### src/rtl/pr_graph_loader.sv
// Graph loader: collects edges into an adjacency matrix, then derives 1/outdeg weights per node via serial restoring divide.
// Optional macro PR_SELF_LOOP_FILTER_EN drops src==dst edges at load time.
module pr_graph_loader #(
  parameter int N     = 4,
  parameter int WIDTH = 16,
  localparam int IW   = ($clog2(N) > 1) ? $clog2(N) : 1
) (
  input  logic                 clk,
  input  logic                 reset,
  input  logic                 clear,
  input  logic                 edge_valid,
  output logic                 edge_ready,
  input  logic [IW-1:0]        edge_src,
  input  logic [IW-1:0]        edge_dst,
  input  logic                 edge_last,
  output logic [N*N-1:0]       adjacency,
  output logic [N*WIDTH-1:0]   weights,
  output logic                 busy,
  output logic                 graph_valid
);

  localparam int SW = $clog2(WIDTH + 1);
  localparam int DW = IW + 2;
  localparam logic [IW:0] N_L = (IW + 1)'(N);

  typedef enum logic [1:0] {LOAD, COMPUTE, DONE} state_t;

  state_t             state, state_next;
  logic [IW:0]        outdeg [N];
  logic [WIDTH-1:0]   wt [N];
  logic [IW-1:0]      node;
  logic [SW-1:0]      step;
  logic [IW:0]        rem;
  logic [IW:0]        divisor;
  logic [WIDTH-2:0]   quo;
  logic [DW-1:0]      trial;
  logic               ge;
  logic [WIDTH-1:0]   quo_next;
  logic [WIDTH-1:0]   wt_new;
  logic               take;
  logic               legal;
  logic               slot_end;
  logic [2*IW-1:0]    adj_idx;

  assign edge_ready  = (state == LOAD) && !clear;
  assign take        = edge_valid && edge_ready;
  assign busy        = (state == COMPUTE);
  assign graph_valid = (state == DONE);
  assign slot_end    = (state == COMPUTE) && (step == SW'(WIDTH));
  assign adj_idx     = (2*IW)'(edge_dst) * (2*IW)'(N) + (2*IW)'(edge_src);

  always_comb begin
    legal = ({1'b0, edge_src} < N_L) && ({1'b0, edge_dst} < N_L);
`ifdef PR_SELF_LOOP_FILTER_EN
    legal = legal && (edge_src != edge_dst);
`endif
  end

  // The dividend 2^WIDTH starts as remainder 1; each step shifts in a zero bit.
  always_comb begin
    trial    = {1'b0, rem, 1'b0};
    ge       = (trial >= {1'b0, divisor});
    quo_next = {quo, ge};
    if (divisor == '0)
      wt_new = '0;
    else if (divisor == (IW + 1)'(1))
      wt_new = '1;
    else
      wt_new = quo_next;
  end

  always_comb begin
    state_next = state;
    case (state)
      LOAD:    if (take && edge_last) state_next = COMPUTE;
      COMPUTE: if (slot_end && node == IW'(N - 1)) state_next = DONE;
      DONE:    state_next = DONE;
      default: state_next = LOAD;
    endcase
    if (clear) state_next = LOAD;
  end

  always_ff @(posedge clk or posedge reset) begin
    if (reset) state <= LOAD;
    else       state <= state_next;
  end

  always_ff @(posedge clk or posedge reset) begin
    if (reset) begin
      adjacency <= '0;
      node      <= '0;
      step      <= '0;
      rem       <= '0;
      quo       <= '0;
      divisor   <= '0;
      for (int i = 0; i < N; i++) begin
        outdeg[i] <= '0;
        wt[i]     <= '0;
      end
    end else if (clear) begin
      adjacency <= '0;
      node      <= '0;
      step      <= '0;
      rem       <= '0;
      quo       <= '0;
      divisor   <= '0;
      for (int i = 0; i < N; i++) begin
        outdeg[i] <= '0;
        wt[i]     <= '0;
      end
    end else begin
      // Duplicates leave the degree untouched, which bounds outdeg by N.
      if (take && legal && !adjacency[adj_idx]) begin
        adjacency[adj_idx] <= 1'b1;
        outdeg[edge_src]   <= outdeg[edge_src] + 1'b1;
      end
      if (state == COMPUTE) begin
        if (step == '0) begin
          rem     <= (IW + 1)'(1);
          quo     <= '0;
          divisor <= outdeg[node];
          step    <= step + 1'b1;
        end else begin
          rem <= (IW + 1)'(ge ? trial - {1'b0, divisor} : trial);
          quo <= quo_next[WIDTH-2:0];
          if (slot_end) begin
            wt[node] <= wt_new;
            step     <= '0;
            node     <= node + 1'b1;
          end else begin
            step <= step + 1'b1;
          end
        end
      end
    end
  end

  for (genvar n = 0; n < N; n++) begin : g_wout
    assign weights[n*WIDTH +: WIDTH] = wt[n];
  end

endmodule

### config.mk
export PLATFORM = sky130hd
export DESIGN_NAME = pr_graph_loader
export DESIGN_NICKNAME = d
export VERILOG_FILES = /design/src/rtl/pr_graph_loader.sv
export SDC_FILE = /design/constraint.sdc
export NUM_CORES = 1
export LEC_CHECK = 0
export CELL_PAD_IN_SITES_DETAIL_PLACEMENT = 1
export CELL_PAD_IN_SITES_GLOBAL_PLACEMENT = 2
export CORE_ASPECT_RATIO = 0.75
export CORE_UTILIZATION = 38
export CTS_CLUSTER_DIAMETER = 100
export DETAILED_ROUTE_END_ITERATION = 16
export PLACE_DENSITY = 0.95
export SKIP_CTS_REPAIR_TIMING = 1
export SYNTH_ARGS = -nofsm -noshare
export SYNTH_HDL_FRONTEND = slang
export SYNTH_SLANG_ARGS = --single-unit
### constraint.sdc
create_clock -name clk -period 7.35 [get_ports clk]
set_input_delay 1.1025 -clock clk [delete_from_list [all_inputs] [get_ports clk]]
set_output_delay 1.1025 -clock clk [all_outputs]
set_load 0.1 [all_outputs]
==> results.py <==
metrics = {
    "finish": {
        "regArea_um2": 3050,
        "fillers": 1547,
        "drive_above_1_share": 0.105,
        "syn2layout_area_growth_pct": 29.6,
        "nNetsFinal": 611,
        "multi_input_area_um2": 2310,
        "fin_area_um2": 7310,
        "antennaDiodeCount": 0,
    },
    "setup_path": {
        "end_kind": "output pin",
        "timing_worst_setup_path_type": "in -> out",
        "cp_slowest_cell": "clkdlybuf4s50_1",
        "start_kind": "input port",
        "crit_chain": "buf_2, buf_4, nand2b_1, inv_1, clkdlybuf4s50_1",
        "path_buf_inv": 4,
        "cp.required_ps": 6250,
        "timing.critical_path.slowest_cell_delay_ps": 960,
        "cp_max_fo": 94,
        "arrival_ps": 3210,
        "crit_family": "buffers and inverters",
    },
    "power": {
        "powerDensity_nw_per_um2": 236,
        "p_total_w": 0.00173,
        "leakage_nw": 3.20,
        "peakVddDrop_mv": 0.148,
    },
    "timing": {
        "maxClockFrequency_ghz": 0.232,
        "finClkSkew_ps": 12.2,
        "final.period_utilization": 0.587,
        "slew_headroom": 0.172,
        "hold_viol": 0,
        "setup_total_negative_slack_ps": 0,
        "grt_setup_unrepaired": "no",
        "min_period_ps": 4320,
        "final_max_slew_viol_count": 0,
        "tightestPinTransition_ps": 1240,
        "finalSetupViolCount": 0,
    },
    "global_route": {
        "grt_max_degree": 95,
        "grt_use_total": 0.216,
        "antenna_found_initial": 0,
        "grt_pass1_vias": 4578,
        "grt_pass1_wl_um": 25000,
        "grt.overflow.total": 0,
    },
    "yosys": {
        "ys_ff_latch": 122,
        "synth_ff_type": "dfrtp_1",
        "synth.avg_cell_area_um2": 11.2,
        "ys_warn_count": 0,
        "yosys.area.top_type_share": 0.541,
        "synth_edf_count": 0,
        "netlist_area_um2": 5640,
        "yosys-top-cells-area": "dfrtp_1 54%, a22o_1 4.2%, o21ai_0 3.5%",
        "synthCells": 503,
        "synth_cell_type_count": 51,
        "syn_nets": 526,
        "yosysTopAreaCell": "dfrtp_1",
        "async_flop_share": 1.00,
        "yosysSeqAreaShare": 0.541,
    },
    "cts": {
        "cts_root_buf": "clkbuf_16",
        "clk_pin_slew_ps": 50,
        "clk_latency_ps": 420,
        "cts.sinks": 122,
        "cts-buffers-inserted": 17,
        "htree_levels": 4,
        "cts_tree": "done",
        "cts.path.max_buffers": 2,
    },
    "routing": {
        "routedWlPerCell_um": 19.2,
        "firstDrtPassIters": 4,
        "viasPerCell": 5.43,
        "drt-total-wl_um": 15400,
        "vias": 4350,
        "drtIter0Drc": 277,
        "drc_errors": 0,
        "ant_nets": 0,
    },
    "status": {
        "status": "completed",
    },
    "die": {
        "rows": 38,
        "core_um2": 14500,
        "initial_core_util": 0.389,
        "io_pins": 92,
        "die_h_um": 108,
        "dieArea_um2": 15300,
        "die_x_um": 143,
    },
    "place": {
        "place_area_um2": 6710,
        "dp_hpwl_um": 10100,
        "place_congestion": 0.772,
        "io_buffers": 91,
    },
    "min_path": {
        "min_path_type": "reg -> reg",
    },
    "flow_run": {
        "cap_viol_max_count": 0,
    },
}
-- power breakdown --
part           switching (W)  internal [W]
combinational       0.000137     0.0000528
clock               0.000300      0.000547
sequential        0.00000846      0.000683
total               0.000445       0.00128
-- path summary, 6_finish.rpt --
path                             start      endpoint  slack, ps  cells past startpoint
setup / recovery                 clear    edge_ready       3030                      5
hold / removal             weights[54]   weights[54]        480                      2
setup reg to reg              state[0]     outdeg[7]       4920                      6
hold reg to reg            weights[54]   weights[54]        480                      2
max in group asynchronous        reset  adjacency[3]       4800                      3
min in group asynchronous        reset   weights[44]       1070                      2
-- sequential cells by signal, indices dropped and copies added (netlist names) --
name / cells
adjacency: 16
divisor: 3
node: 2
outdeg: 12
quo: 15
rem: 3
state: 2
step: 5
weights: 64
-- metrics by stage --
stage / setup slack, ps / util / cells / hold WS [ps]
final: 3030 / 0.504 / 801 / 482
after global routing: 2940 / 0.504 / 801 / 524
after CTS: 3050 / 0.504 / 801 / 488
after detailed placement: 3070 / 0.462 / 769 / 475
after global placement: 3110 / 0.462 / 769 / 470
after floorplan: 3000 / - / 503 / 468
-- cell families (layout without fill, tap and decap cells) --
| logic type | after synthesis | in the layout | share of synthesized area |
|---|---|---|---|
| xor gates and xnor gates | 3 | 3 | 0.00466 |
| muxes | 26 | 26 | 0.0705 |
| AOI/OAI and AO/OA | 146 | 146 | 0.178 |
| buffers and inverters | 66 | 164 | 0.0499 |
| DFF | 122 | 122 | 0.541 |
| and+or+nand+nor | 126 | 126 | 0.124 |
| adders and majority gates | 14 | 14 | 0.0324 |
-- cell type report --
class	count	share of cell area
clock buffers	20	0.0625
multi-input cells	315	0.317
clock inverters	12	0.0202
flip-flops and latches	122	0.418
inverters	34	0.0178
well taps	200	0.0342
repair buffers	98	0.131
-- routing by layer --
metal,GRT usage,vias to the layer above,share of wire
met3,0.0414,11,0.038
met1,0.299,2255,0.47
li1,-,1991,-
met2,0.331,93,0.49
met5,0,-,0
met4,0.0929,0,0.0077
-- layout by cell type (no fill, tap or decap), types with 14 or more instances in the layout --
cell type	count
dfrtp_1	122
clkdlybuf4s50_1	90
o21ai_0	39
inv_1	33
a22o_1	27
nand2_1	25
nor2_1	23
nand3b_1	21
a21oi_1	17
clkbuf_16	17
o22ai_1	16
a211oi_1	14
-- worst reg2reg max path: cells and delay by family, from the launching register on --
family | cells | cell delay, ps
flops | 1 | 380
fa+ha+maj | 1 | 190
compound gates | 2 | 1060
mux | 1 | 390
buf+inv | 1 | 120
simple gates | 1 | 180
-- synthesized netlist by cell type (all sizes together) (3+ instances only) --
| cell | count |
|---|---|
| a2111oi | 3 |
| a211oi | 14 |
| a21o | 10 |
| a21oi | 17 |
| a22o | 27 |
| and3 | 5 |
| buf | 8 |
| clkbuf | 24 |
| dfrtp | 122 |
| ha | 13 |
| inv | 34 |
| mux2 | 12 |
| mux2i | 6 |
| mux4 | 8 |
| nand2 | 25 |
| nand2b | 9 |
| nand3 | 13 |
| nand3b | 21 |
| nor2 | 23 |
| nor2b | 9 |
| nor3 | 4 |
| nor3b | 9 |
| o211ai | 5 |
| o21a | 4 |
| o21ai | 39 |
| o22ai | 16 |
| xnor2 | 3 |
Power figures use the tool's default switching activity.
